## src/rtl/c432_resp_misr.sv

```systemverilog
// Compacts c432 response words into a 16-bit MISR and compares the result against a golden signature.
// Optional build macro C432_RESP_MASK_EN adds a resp_mask input that zeroes selected response bits.
module c432_resp_misr #(
  parameter int          CNT_W = 36,
  parameter logic [15:0] SEED  = 16'hFFFF
) (
  input  logic             clk,
  input  logic             rst,
  input  logic             start,
  input  logic [CNT_W-1:0] num_pat,
  input  logic             resp_valid,
  input  logic [6:0]       resp,
`ifdef C432_RESP_MASK_EN
  input  logic [6:0]       resp_mask,
`endif
  output logic             resp_ready,
  input  logic [15:0]      golden,
  output logic             busy,
  output logic             done,
  output logic             pass,
  output logic [15:0]      signature,
  output logic [CNT_W-1:0] pat_cnt
);

  typedef enum logic [1:0] {
    IDLE = 2'd0,
    RUN  = 2'd1,
    DONE = 2'd2
  } state_t;

  state_t           state_q;
  logic [15:0]      sig_q;
  logic [CNT_W-1:0] cnt_q;
  logic [CNT_W-1:0] num_pat_q;
  logic             done_q;
  logic             pass_q;

  logic [6:0]       resp_eff;
  logic [15:0]      sig_d;
  logic [CNT_W-1:0] cnt_d;
  logic             xfer;
  logic             last_xfer;

`ifdef C432_RESP_MASK_EN
  assign resp_eff = resp & ~resp_mask;
`else
  assign resp_eff = resp;
`endif

  // Galois-style shift with CCITT polynomial, then fold in the response word.
  assign sig_d     = ((sig_q << 1) ^ (sig_q[15] ? 16'h1021 : 16'h0000)) ^ {9'b0, resp_eff};
  assign cnt_d     = cnt_q + {{(CNT_W-1){1'b0}}, 1'b1};
  assign xfer      = resp_valid && (state_q == RUN);
  assign last_xfer = (cnt_q == (num_pat_q - {{(CNT_W-1){1'b0}}, 1'b1}));

  always_ff @(posedge clk or posedge rst) begin
    if (rst) begin
      state_q   <= IDLE;
      sig_q     <= SEED;
      cnt_q     <= '0;
      num_pat_q <= '0;
      done_q    <= 1'b0;
      pass_q    <= 1'b0;
    end else begin
      case (state_q)
        IDLE, DONE: begin
          // start takes priority over any response offered in the same cycle
          if (start) begin
            sig_q     <= SEED;
            cnt_q     <= '0;
            num_pat_q <= num_pat;
            if (num_pat == '0) begin
              state_q <= DONE;
              done_q  <= 1'b1;
              pass_q  <= (SEED == golden);
            end else begin
              state_q <= RUN;
              done_q  <= 1'b0;
              pass_q  <= 1'b0;
            end
          end
        end
        RUN: begin
          if (xfer) begin
            sig_q <= sig_d;
            cnt_q <= cnt_d;
            if (last_xfer) begin
              state_q <= DONE;
              done_q  <= 1'b1;
              pass_q  <= (sig_d == golden);
            end
          end
        end
        default: state_q <= IDLE;
      endcase
    end
  end

  assign busy       = (state_q == RUN);
  assign resp_ready = (state_q == RUN);
  assign done       = done_q;
  assign pass       = pass_q;
  assign signature  = sig_q;
  assign pat_cnt    = cnt_q;

endmodule
```

## config.mk

```make
export PLATFORM = sky130hd
export DESIGN_NAME = c432_resp_misr
export DESIGN_NICKNAME = d
export VERILOG_FILES = /design/src/rtl/c432_resp_misr.sv
export SDC_FILE = /design/constraint.sdc
export NUM_CORES = 1
export LEC_CHECK = 0
export CAP_MARGIN = 15
export CORE_ASPECT_RATIO = 1.25
export CORE_UTILIZATION = 45
export CTS_BUF_LIST = sky130_fd_sc_hd__clkbuf_8 sky130_fd_sc_hd__clkbuf_16
export CTS_CLUSTER_SIZE = 20
export DETAILED_ROUTE_END_ITERATION = 7
export DONT_BUFFER_PORTS = 1
export HOLD_SLACK_MARGIN = 0.1
export PLACE_DENSITY = 0.67
export SYNTH_ARGS = -nofsm -noshare
export SYNTH_HDL_FRONTEND = slang
export SYNTH_SLANG_ARGS = --single-unit
```

## constraint.sdc

```tcl
create_clock -name clk -period 4.89 [get_ports clk]
set_clock_uncertainty 0.05 [all_clocks]
set_input_delay 0.978 -clock clk [delete_from_list [all_inputs] [get_ports clk]]
set_output_delay 0.978 -clock clk [all_outputs]
set_load 0.1 [all_outputs]
```

## Word level (Yosys, flattened, before mapping)

Cells that the tools add are included.

- Register bits: 92
- Latch bits: 0
- Memory bits (writable): 0
- Bits in read-only memories: 0
- Input port bits: 63
- Output and inout bits: 56
- Memories: 0

- Add/subtract/negate cells: 2
- $mul: 0
- Divide/modulo/power cells: 0
- Magnitude comparators: 0
- Equality and inequality tests: 8
- Shifts and indexed selects: 0
- Muxes and demuxes: 22
- Bitwise logic cells: 2
- Reduce and logical (&&, ||, !) cells: 9

Operator list:

| operator | count |
|---|---|
| $mux W36 | 2 |
| $pmux W36 S2 | 1 |
| $add A36 B1 Y36 const B | 1 |
| $eq A36 B36 Y1 | 1 |
| $logic_not A36 Y1 | 1 |
| $sub A36 B1 Y36 const B | 1 |
| $mux W16 | 2 |
| $pmux W16 S2 | 1 |
| $eq A16 B16 Y1 | 1 |
| $eq A16 B16 Y1 const A | 1 |
| $xor A16 B13 Y16 | 1 |
| $xor A16 B7 Y16 | 1 |
| $mux W13 | 1 |
| $mux W1 | 8 |
| $mux W2 | 4 |
| $reduce_and A3 Y1 | 2 |
| $ne A2 B1 Y1 const B | 2 |
| $pmux W1 S2 | 2 |
| $pmux W2 S2 | 1 |
| $reduce_and A4 Y1 | 1 |
| $eq A2 B1 Y1 const B | 1 |
| $eq A2 B2 Y1 const B | 1 |
| $logic_not A2 Y1 | 1 |
| $ne A2 B2 Y1 const B | 1 |
| other kinds (4) | 4 |

## Longest topological paths before layout

- Depth in word-level cells: 7
- Mapped depth: 12
- Mapped depth without buffers: 11

## Least setup slack after synthesis

Ideal clock, no wire load.

- Path type: register to output
- Start: register state_q[0]
- End: output resp_ready
- Data arrival time: 2.317 ns
- Path slack: 1.545 ns
- Stages on the path, launching flop included: 4
- Cells stage by stage: dfrtp_1 -> inv_1 -> nor2_1 -> buf_4

- Longest elaborated chain between the ends: 1

RTL lines:

| item | RTL line | source |
|---|---|---|
| start, declared | 31 | `state_t state_q;` |
| start signal, assigned | 58 | `state_q <= IDLE;` |
| start signal, assigned | 73 | `state_q <= DONE;` |
| start signal, assigned | 77 | `state_q <= RUN;` |
| $eq A2 B1 Y1 | - |  |
| end, declared | 16 | `output logic resp_ready,` |

No other way between the ends.

## Worst setup path in the final report

- Start: register num_pat_q[0]
- End: register pass_q (netlist: pass)

- Longest elaborated chain between the ends: 4

RTL lines:

| item | RTL line | source |
|---|---|---|
| start, declared | 34 | `logic [CNT_W-1:0] num_pat_q;` |
| start signal, assigned | 71 | `num_pat_q <= num_pat;` |
| $sub A36 B1 Y36 | 54 | `assign last_xfer = (cnt_q == (num_pat_q - {{(CNT_W-1){1'b0}}, 1'b1}));` |
| $eq A36 B36 Y1 | 54 |  |
| $ne A2 B1 Y1 (no source line) | - |  |
| $reduce_and A4 Y1 (no source line) | - |  |
| end signal, assigned | 75 | `pass_q <= (SEED == golden);` |
| end signal, assigned | 90 | `pass_q <= (sig_d == golden);` |
| end, declared | 36 | `logic pass_q;` |

No other way between the ends.
A chain may end at the register's enable or synchronous reset.

==> flow_metrics.env <==
export IMPL_status="completed"
export IMPL_synthCells=677
export IMPL_antenna_found_initial=0
export IMPL_synth_area_mm2=0.00569
export IMPL_die_area_mm2=0.0131
export IMPL_crit_arrival_ns=3.95
export IMPL_rows=45
export IMPL_crit_fanout=8
export IMPL_power_density_mw_per_mm2=531
export IMPL_numCtsBuffers=9
export IMPL_cp_start_kind="flip-flop"
export IMPL_slew_violations=0
export IMPL_ys_warn_count=0
export IMPL_fin_setup_tns_ns=0
export IMPL_h_tree_depth=3
export IMPL_insertion_delay_ns=0.35
export IMPL_grt_usage_pct=25.2
export IMPL_regArea_mm2=0.00232
export IMPL_p_leak_nw=2.66
export IMPL_worstHoldPathType="flip-flop to flip-flop"
export IMPL_drive_above_1_share_pct=10.5
export IMPL_area_delta_synth_final_pct=10.2
export IMPL_port_buffers=0
export IMPL_start_util_pct=46.5
export IMPL_cts_tree="yes"
export IMPL_cts_setup_buffers=0
export IMPL_endpoint_kind="flip-flop"
export IMPL_maxCapViolCount=0
export IMPL_synth_async_reset_ratio_pct=100
export IMPL_cts_max_path_buffers=2
export IMPL_report_power_total_w=0.00333
export IMPL_grt_start_max_net_pins=81
export IMPL_tightest_slew_ns=1.15
export IMPL_post_drt_wl_per_cell_um=18.2
export IMPL_vias=4789
export IMPL_antenna_cells=0
export IMPL_cts_hold_buf=0
export IMPL_worstSetupPathType="flip-flop to flip-flop"
export IMPL_dp_cells=830
export IMPL_grt_pass1_vias=4851
export IMPL_ios=119
export IMPL_die_w_um=103
export IMPL_fmax_ghz=0.266
export IMPL_synth_cell_type_count=60
export IMPL_max_slew_margin_pct=23.6
export IMPL_cts_sinks=92
export IMPL_finalCritPeriodShare_pct=77.0
export IMPL_synth_yosys_seq_area_share_pct=40.8
export IMPL_postSynthAreaPerCell_um2=8.40
export IMPL_final_nets=743
export IMPL_gr_total_overflow=0
export IMPL_syn_num_nets=742
export IMPL_grt_pass1_wl_mm=25.2
export IMPL_root_buffer="clkbuf_16"
export IMPL_utilization_pct=51.3
export IMPL_ys_ff_latch=92
export IMPL_multi_input_area_mm2=0.00319
export IMPL_synth_edf_count=0
export IMPL_totalWireLength_mm=15.4
export IMPL_irDropWorstVdd_uv=408
export IMPL_post_cts_resize_count=0
export IMPL_first_pass_iters=4
export IMPL_drt_initial_drc_count=283
export IMPL_hpwl_mm=11.7
export IMPL_critPathRequiredTime_ns=5.07
export IMPL_clk_pin_slew_worst_paths_ns=0.07
export IMPL_drc_errors=0
export IMPL_fillCellCount=1172
export IMPL_die_h_um=128
export IMPL_place_gp_congestion=0.916
export IMPL_min_period_ns=3.77
export IMPL_hold_violations=0
export IMPL_final_antenna_net_count=0
export IMPL_r2r_slack_ns=1.12
export IMPL_finalSetupViolCount=0
export IMPL_core_mm2=0.0122
export IMPL_synth_main_ff_cell="dfrtp_1"
export IMPL_rsz0062_at_grt="false"
export IMPL_viasPerCell=5.65
export IMPL_final_cells=847
export IMPL_holdWs_ns=0.457
[metrics by stage]
| step | area (um^2) | setup slack, ns |
|---|---|---|
| finish | 6260 | 1.12 |
| global placement | 5920 | 1.35 |
| CTS | 6240 | 1.21 |
| floorplan | 5690 | 1.50 |
| global route | 6260 | 0.830 |
| detailed placement | 5920 | 1.22 |
[logic make-up (layout without fill, tap and decap cells)]
family	after synthesis	in the layout	share of synthesized area (%)
xor+xnor	95	95	14.6
compound gates	69	69	7.90
flops	92	92	40.8
buf+inv	43	49	3.30
fa+ha+maj	2	2	0.440
mux	6	6	1.17
simple gates	370	370	31.7
[placed cells by master, fill, tap and decap left out, types with 21 or more instances in the layout]
cell type    n
nand2_1    158
dfrtp_1     76
nor2_1      58
xnor2_1     48
xor2_1      47
nand3_1     27
nor4_1      24
nor3_1      23
buf_4       21
[power by group]
group          total, W  internal (W)  switching [W]  leakage [nW]
Sequential      0.00165      0.000975       0.000673          1.16
Combinational  0.000938      0.000372       0.000567          1.35
Clock          0.000739      0.000430       0.000309         0.151
[Yosys cell counts, types with 3 or more instances]
master	n	area, um^2
a21oi_1	18	90.1
and2_1	4	25.0
and3_1	12	75.1
buf_6	3	33.8
clkbuf_1	26	97.6
dfrtp_1	76	1900
dfstp_2	16	420
inv_1	11	41.3
mux2i_1	4	40.0
nand2_1	158	593
nand2b_1	4	25.0
nand3_1	27	135
nand3b_1	3	22.5
nand4_1	17	106
nor2_1	59	221
nor3_1	23	115
nor4_1	24	150
nor4b_1	4	35.0
o2111ai_1	3	26.3
o211ai_1	8	60.1
o21ai_0	18	90.1
o21bai_1	3	22.5
or2_2	4	25.0
or3_1	10	62.6
or4_1	5	37.5
xnor2_1	48	420
xor2_1	47	412
[layout make-up]
type	instances	area share [%]
Clock inverter	6	1.08
Inverter	11	0.699
Sequential cell	92	37.1
Timing Repair Buffer	22	2.96
Multi-Input combinational cell	542	50.9
Tap cell	164	3.28
Clock buffer	10	3.99
[path summary, 6_finish.rpt]
check | from | to | depth (start not counted)
worst min register to register | num_pat_q[35] | num_pat_q[35] | 2
worst min-delay path | num_pat_q[35] | num_pat_q[35] | 2
min in group asynchronous | rst | pat_cnt[5] | 1
worst max register to register | num_pat_q[0] | pass | 11
worst max-delay path | num_pat_q[0] | pass | 11
max in group asynchronous | rst | pat_cnt[24] | 2
[flip-flops by register name, indices dropped and copies added, names as in the netlist]
name	cells
num_pat_q	36
state_q	2
done	1
signature	16
pat_cnt	36
pass	1
[worst max-delay path: stages (launching register included)]
cell and delay [ns]:
dfrtp_1 0.43, inv_1 0.10, ha_1 0.22, nor3b_1 0.73
nand4_1 0.36, or4_1 0.52, nand3_1 0.11, o2111a_1 0.20
o2111ai_1 0.19, nor4_4 0.35, nor2_2 0.07, mux2_4 0.32
[routing by layer]
metal / global-route usage (%) / vias up / share of wire [%]
met3: 7.80 / 29 / 7.8
met1: 31.8 / 2272 / 41
met2: 39.9 / 155 / 48
met4: 10.1 / 0 / 3.1
met5: 0 / - / 0
li1: - / 2333 / -
(Power assumes the default switching activity.)
